**config.mk**
```make
export PLATFORM = sky130hd
export DESIGN_NAME = audio_flt_cfg
export DESIGN_NICKNAME = d
export VERILOG_FILES = /design/src/rtl/audio_cfg_pkg.sv /design/src/rtl/audio_flt_cfg.sv
export SDC_FILE = /design/constraint.sdc
export NUM_CORES = 1
export LEC_CHECK = 0
export CAP_MARGIN = 10
export CELL_PAD_IN_SITES_DETAIL_PLACEMENT = 1
export CELL_PAD_IN_SITES_GLOBAL_PLACEMENT = 1
export CORE_ASPECT_RATIO = 1.2
export CORE_MARGIN = 10
export CORE_UTILIZATION = 36
export CTS_CLUSTER_DIAMETER = 150
export DETAILED_ROUTE_END_ITERATION = 16
export PLACE_DENSITY_LB_ADDON = 0.1
export RECOVER_POWER = 50
export SLEW_MARGIN = 20
export SYNTH_ARGS = -nofsm -noshare
export SYNTH_HDL_FRONTEND = slang
export SYNTH_SLANG_ARGS = --single-unit
export TNS_END_PERCENT = 20
```
**constraint.sdc**
```tcl
create_clock -name clk_audio -period 2.1 [get_ports clk_audio]
set_clock_uncertainty 0.2 [all_clocks]
set_input_delay 0.42 -clock clk_audio [delete_from_list [all_inputs] [get_ports clk_audio]]
set_output_delay 0.42 -clock clk_audio [all_outputs]
set_load 0.02 [all_outputs]
```
**src/rtl/audio_cfg_pkg.sv**
```systemverilog
// audio_cfg_pkg
// Shared definitions for the audio filter coefficient configuration block:
// shadow word addresses, the coefficient set structure, the default set
// loaded at reset or on request, and the swap sequencer state encoding.
package audio_cfg_pkg;

    // Shadow word address map
    localparam logic [3:0] ADDR_RATE_LO = 4'd0;
    localparam logic [3:0] ADDR_RATE_HI = 4'd1;
    localparam logic [3:0] ADDR_CX_LO   = 4'd2;
    localparam logic [3:0] ADDR_CX_MID  = 4'd3;
    localparam logic [3:0] ADDR_CX_HI   = 4'd4;
    localparam logic [3:0] ADDR_CX01    = 4'd5;
    localparam logic [3:0] ADDR_CX2     = 4'd6;
    localparam logic [3:0] ADDR_CY0_LO  = 4'd7;
    localparam logic [3:0] ADDR_CY0_HI  = 4'd8;
    localparam logic [3:0] ADDR_CY1_LO  = 4'd9;
    localparam logic [3:0] ADDR_CY1_HI  = 4'd10;
    localparam logic [3:0] ADDR_CY2_LO  = 4'd11;
    localparam logic [3:0] ADDR_CY2_HI  = 4'd12;

    // One complete IIR coefficient set
    typedef struct packed {
        logic [31:0] rate;
        logic [39:0] cx;
        logic [7:0]  cx0;
        logic [7:0]  cx1;
        logic [7:0]  cx2;
        logic [23:0] cy0;
        logic [23:0] cy1;
        logic [23:0] cy2;
    } coef_set_t;

    // Default coefficient set (cy values are 24-bit two's complement)
    localparam logic [31:0] DEF_RATE = 32'd7056000;
    localparam logic [39:0] DEF_CX   = 40'd4258969;
    localparam logic [7:0]  DEF_CX0  = 8'd3;
    localparam logic [7:0]  DEF_CX1  = 8'd3;
    localparam logic [7:0]  DEF_CX2  = 8'd1;
    localparam logic [23:0] DEF_CY0  = -24'sd6216759;
    localparam logic [23:0] DEF_CY1  = 24'sd6143386;
    localparam logic [23:0] DEF_CY2  = -24'sd2023767;

    localparam coef_set_t DEF_SET = '{
        rate: DEF_RATE, cx: DEF_CX,
        cx0: DEF_CX0, cx1: DEF_CX1, cx2: DEF_CX2,
        cy0: DEF_CY0, cy1: DEF_CY1, cy2: DEF_CY2
    };

    // Swap sequencer states
    typedef enum logic [1:0] {
        ST_IDLE,
        ST_PRE,
        ST_LOAD,
        ST_POST
    } state_t;

endpackage

```
**src/rtl/audio_flt_cfg.sv**
```systemverilog
// audio_flt_cfg
// Coefficient shadow register bank with a glitch-free swap sequencer for an
// IIR audio output filter. Software writes the shadow set word by word, then
// commits; the sequencer holds the filter in reset (areset) for RST_CYCLES
// cycles, copies shadow to active in a single LOAD cycle, and holds reset for
// another RST_CYCLES cycles before releasing it.
//
// Ports
//   clk_audio              single clock
//   reset_n                synchronous active-low reset
//   cfg_wr/addr/data       shadow word write (16 bits per cycle)
//   cfg_commit             pulse: start a swap of shadow -> active
//   cfg_default            pulse: load default set into shadow, then commit
//   busy                   sequencer not idle
//   cfg_err                one-cycle pulse: commit rejected (shadow rate 0)
//   areset                 reset request to the filter datapath
//   flt_rate, cx, cx0..2, cy0..2   active coefficient set
module audio_flt_cfg
    import audio_cfg_pkg::*;
#(
    parameter int RST_CYCLES = 16
) (
    input  logic        clk_audio,
    input  logic        reset_n,
    input  logic        cfg_wr,
    input  logic [3:0]  cfg_addr,
    input  logic [15:0] cfg_data,
    input  logic        cfg_commit,
    input  logic        cfg_default,
    output logic        busy,
    output logic        cfg_err,
    output logic        areset,
    output logic [31:0] flt_rate,
    output logic [39:0] cx,
    output logic [7:0]  cx0,
    output logic [7:0]  cx1,
    output logic [7:0]  cx2,
    output logic [23:0] cy0,
    output logic [23:0] cy1,
    output logic [23:0] cy2
);

    localparam logic [7:0] CNT_LAST = 8'(RST_CYCLES - 1);

    state_t    state_reg, state_next;
    logic [7:0] cnt_reg, cnt_next;
    logic      pending_reg, pending_next;
    logic      cfg_err_reg, cfg_err_next;
    logic      areset_reg;
    logic      load_en;
    logic      commit_req;
    logic      rate_ok;
    coef_set_t shadow_reg;
    coef_set_t active_reg;

    // A default request is also a commit. Its rate check uses the default
    // set (never zero), because the shadow is overwritten on the same edge.
    assign commit_req = cfg_commit | cfg_default;
    assign rate_ok    = cfg_default | (shadow_reg.rate != 32'd0);

    always_comb begin
        state_next   = state_reg;
        cnt_next     = cnt_reg;
        pending_next = pending_reg;
        cfg_err_next = 1'b0;
        load_en      = 1'b0;
        case (state_reg)
            ST_IDLE: begin
                if (commit_req || pending_reg) begin
                    pending_next = 1'b0;
                    if (rate_ok) begin
                        state_next = ST_PRE;
                        cnt_next   = 8'd0;
                    end else begin
                        cfg_err_next = 1'b1;
                    end
                end
            end
            ST_PRE: begin
                if (commit_req) pending_next = 1'b1;
                if (cnt_reg == CNT_LAST) begin
                    state_next = ST_LOAD;
                    cnt_next   = 8'd0;
                end else begin
                    cnt_next = cnt_reg + 8'd1;
                end
            end
            ST_LOAD: begin
                if (commit_req) pending_next = 1'b1;
                load_en    = 1'b1;
                state_next = ST_POST;
                cnt_next   = 8'd0;
            end
            ST_POST: begin
                if (commit_req) pending_next = 1'b1;
                if (cnt_reg == CNT_LAST) begin
                    state_next = ST_IDLE;
                    cnt_next   = 8'd0;
                end else begin
                    cnt_next = cnt_reg + 8'd1;
                end
            end
            default: begin
                state_next = ST_IDLE;
                cnt_next   = 8'd0;
            end
        endcase
    end

    // Sequencer state; areset is registered from the next state so it is a
    // clean flop output tracking "not idle".
    always_ff @(posedge clk_audio) begin
        if (!reset_n) begin
            state_reg   <= ST_IDLE;
            cnt_reg     <= 8'd0;
            pending_reg <= 1'b0;
            cfg_err_reg <= 1'b0;
            areset_reg  <= 1'b0;
        end else begin
            state_reg   <= state_next;
            cnt_reg     <= cnt_next;
            pending_reg <= pending_next;
            cfg_err_reg <= cfg_err_next;
            areset_reg  <= (state_next != ST_IDLE);
        end
    end

    // Shadow bank. A default request overrides any same-cycle word write.
    always_ff @(posedge clk_audio) begin
        if (!reset_n || cfg_default) begin
            shadow_reg <= DEF_SET;
        end else if (cfg_wr) begin
            case (cfg_addr)
                ADDR_RATE_LO: shadow_reg.rate[15:0]  <= cfg_data;
                ADDR_RATE_HI: shadow_reg.rate[31:16] <= cfg_data;
                ADDR_CX_LO:   shadow_reg.cx[15:0]    <= cfg_data;
                ADDR_CX_MID:  shadow_reg.cx[31:16]   <= cfg_data;
                ADDR_CX_HI:   shadow_reg.cx[39:32]   <= cfg_data[7:0];
                ADDR_CX01: begin
                    shadow_reg.cx0 <= cfg_data[7:0];
                    shadow_reg.cx1 <= cfg_data[15:8];
                end
                ADDR_CX2:     shadow_reg.cx2         <= cfg_data[7:0];
                ADDR_CY0_LO:  shadow_reg.cy0[15:0]   <= cfg_data;
                ADDR_CY0_HI:  shadow_reg.cy0[23:16]  <= cfg_data[7:0];
                ADDR_CY1_LO:  shadow_reg.cy1[15:0]   <= cfg_data;
                ADDR_CY1_HI:  shadow_reg.cy1[23:16]  <= cfg_data[7:0];
                ADDR_CY2_LO:  shadow_reg.cy2[15:0]   <= cfg_data;
                ADDR_CY2_HI:  shadow_reg.cy2[23:16]  <= cfg_data[7:0];
                default: ;
            endcase
        end
    end

    // Active set changes only at the end of LOAD; a write landing in that
    // same cycle reaches the shadow after the copy has taken the old value.
    always_ff @(posedge clk_audio) begin
        if (!reset_n) begin
            active_reg <= DEF_SET;
        end else if (load_en) begin
            active_reg <= shadow_reg;
        end
    end

    assign busy     = (state_reg != ST_IDLE);
    assign cfg_err  = cfg_err_reg;
    assign areset   = areset_reg;
    assign flt_rate = active_reg.rate;
    assign cx       = active_reg.cx;
    assign cx0      = active_reg.cx0;
    assign cx1      = active_reg.cx1;
    assign cx2      = active_reg.cx2;
    assign cy0      = active_reg.cy0;
    assign cy1      = active_reg.cy1;
    assign cy2      = active_reg.cy2;

endmodule

```
==> results by group <==
Status
  – Outcome: finished, violations left
  – Violated checks: negative setup slack

STA
  – Final hold slack: about 0.26 ns
  – Setup WS post-layout: -0.1357 ns
  – Final setup TNS: -0.9498 ns
  – RSZ-0062 raised after global routing: yes
  – Max Transition Viols Final: 0
  – F_max: 0.4473 GHz
  – # setup viols final: 10
  – Final period util: 106.5%
  – Slew margin rel.: 58.14%
  – Fin. Hold Viols: 0
  – Tightest Pin Transition: 0.6279 ns
  – Fin crit period: 2.236 ns

Critical path
  – R2R Setup Slk: -0.14 ns
  – Crit path DAT: 2.49 ns
  – Worst path bufs/invs: 1
  – CP Max Fanout: 7
  – WS Path Type: reg2reg
  – Required time worst endpoint: 2.35 ns
  – Critical path's largest stage delay: ~0.53 ns
  – Cell family with most CP delay: simple AND/OR/NAND/NOR gates
  – Crit start category: flip-flop
  – Cell Chain, Critical Path: or4_4 > or4_1 > or3_4 > buf_6 > a41oi_2
  – Worst-path cell with the longest stage delay: or4_4
  – Crit end category: flip-flop

Synth
  – Yosys reg bits: 349
  – Largest cells by area after synthesis: dfxtp_1 (56%), nand2_1 (19%), a21boi_0 (6.3%)
  – Ys async rst share: 0%
  – Largest family of logic cells by synthesized area: simple AND/OR/NAND/NOR gates
  – Simple-gate share of the synthesized area: 27.40%
  – Mean Syn Cell Area: between 8 and 9 um^2
  – Post-synthesis mux area share: 1.909%
  – Post-synth EDFFs: 0
  – Post-Synthesis Cells: ~1,600
  – Post-Synth XOR/XNOR Area: 0.06959%
  – Share of the synthesized area in the top cell type: 55.51%
  – Post-synth top area cell: dfxtp_1
  – Synthesized net count: between 1,500 and 2,000
  – Synth Area in Adders: 0.09941%
  – Ys flop type: dfxtp_1
  – Yosys warns: 0
  – Synth Area in Compound Gates: 11.34%
  – Mapped cell area: 12,590 um^2
  – Yosys cell types: between 40 and 50
  – Post-synthesis sequential area ratio: 55.51%

Drt
  – Final wirelength: 42,930 um
  – Final ANT Viol Nets: 0
  – Detailed Route Iter0 Violations: 483
  – Vias per std cell: between 4 and 5
  – Routed WL per cell: 19.10 um
  – Drt drc: 0
  – 1st-pass router iterations: 5
  – Total number of vias: 11,140

GRT
  – Global-route wire length before repair: ~67,000 um
  – Vias in the first global route: 11,560
  – Initial antenna violation count: 3
  – Total track usage: 19.79%
  – Pin count of the biggest net entering global routing: 90
  – Grt total ovfl: 0

Floorplan
  – Core Region: 34,260 um^2
  – Die area: between 40,000 and 50,000 um^2
  – Row cnt: 74
  – I/O pin cnt: 196
  – Die span in y: ~220 um
  – Initial core utilization: 36.74%
  – Die Wd: 190.7 um

Clock tree
  – # Post-CTS Setup Buffers: 0
  – Clock Latency Late Sink: 0.53 ns
  – Reg clk slew, reported paths: 0.06 ns
  – CTS tree: yes
  – H-tree Lvls: 2
  – CTS buffer count: 38
  – Longest Clk Path Bufs: 3
  – Root Driver: clkbuf_16
  – CTS sink count: 349

Placed design
  – GP Congestion: 0.7689
  – I/O Buffers: 195
  – Inst Count DP: 2,182
  – Detailed Place HPWL: 28,610 um
  – DP Area: 15,710 um^2

Run
  – Max Cap Violations: 0

Power and ir drop
  – Pwr/cell area: 835.6 nW/um^2
  – P_leak: around 6.7 nW
  – VDD IR-drop max: 0.0005135 V

Layout
  – Diode count: 0
  – Post-route cell area: ~17,000 um^2
  – Share of cells above drive strength 1: 8.705%
  – Final Non-Filler Cells: 2,248
  – Area Growth Syn to Fin: 31.25%
  – Number of flip-flops in the largest register: roughly 170
  – Final nets: 1,793

Min path
  – Hold Path Class: reg2reg
## metrics by stage
stage	worst slack (ns)	total power [W]	utilization, %
3_5_place_dp	-0.2526	0.007385	45.85
5_1_grt	-0.1842	0.01434	48.22
3_3_place_gp	-0.2039	0.007376	45.85
2_1_floorplan	0.02289	0.007063	-
4_1_cts	-0.1295	0.01401	48.86
6_report	-0.1357	0.01380	48.22
## worst paths after layout
kind / endpoint / from / cells after the start
max: cnt_reg[5] / shadow_reg[159] / 5
min: shadow_reg[13] / shadow_reg[13] / 2
max reg2reg: cnt_reg[5] / shadow_reg[159] / 5
min reg2reg: shadow_reg[13] / shadow_reg[13] / 2
## layout by cell type, fill, tap and decap left out, types with 24 or more instances in the layout
master,n
mux2i_1,24
buf_4,50
a21boi_0,105
nand3_1,133
clkbuf_16,41
dfxtp_1,348
dlygate4sd2_1,168
a21oi_1,93
nor2_1,26
nand2_1,641
## power by group
part	leakage, nW	switching, W	internal (W)	total (W)
clock network	0.602	0.00266	0.00392	0.00658
registers	2.82	0.0000181	0.00665	0.00667
logic	3.27	0.000354	0.000203	0.000557
total	6.69	0.00303	0.0108	0.0138
## synth_stat cells, types with 2 or more instances
library cell  instances
nand2_1             642
dfxtp_1             349
nand3_1             133
a21boi_0            105
clkbuf_1            100
a21oi_1              93
nor2_1               27
mux2i_1              24
o21ai_0               9
clkbuf_2              8
nor4_1                7
nand2b_1              6
buf_1                 5
nor3_1                5
a41oi_2               4
nand4_1               4
nand3b_1              3
a31oi_1               2
and3b_1               2
inv_1                 2
nor2b_1               2
or2_2                 2
or3_1                 2
or4_1                 2
## tightest hold or removal path: stages, from the launching register on
cell and delay [ns]:
dfxtp_1 0.31, nand2_1 0.05, a21oi_1 0.05
## routing by layer
| layer | wire length [um] | GRT usage (%) | vias up | part of all wire (%) |
|---|---|---|---|---|
| met2 | 20670 | 33.41 | 219 | 48 |
| li1 | - | - | 5477 | - |
| met5 | 34 | 0 | - | 0.079 |
| met3 | 2371 | 4.598 | 65 | 5.5 |
| met1 | 18980 | 24.75 | 5370 | 44 |
| met4 | 871 | 5.315 | 6 | 2.0 |
## cell families after synthesis
group,count (synthesis)
multiplexers,24
XOR/XNOR,1
AND/OR/NAND/NOR,843
buffers and inverters,118
AO/OA/AOI/OAI,219
flip-flops,349
adder cells (fa/ha/maj),1
## area by class of cell
type | count | area [um^2]
clock buffers | 59 | 1164
clock inverters | 6 | 58.81
fillers | 4126 | 17740
inverters | 3 | 11.26
multi-input cells | 1088 | 5169
flip-flops and latches | 349 | 6988
well taps | 456 | 570.5
repair buffers | 287 | 2557
## timing repair
action / in CTS / in global routing
pin swaps: 2 / 0
resized for setup: 176 / 3
endpoints found under the hold margin: 2 / 0
setup endpoints to repair: 180 / 13
gates cloned: 0 / 0
hold buffers: 1 / 0
No activity file was read; power rests on OpenSTA's default activity.
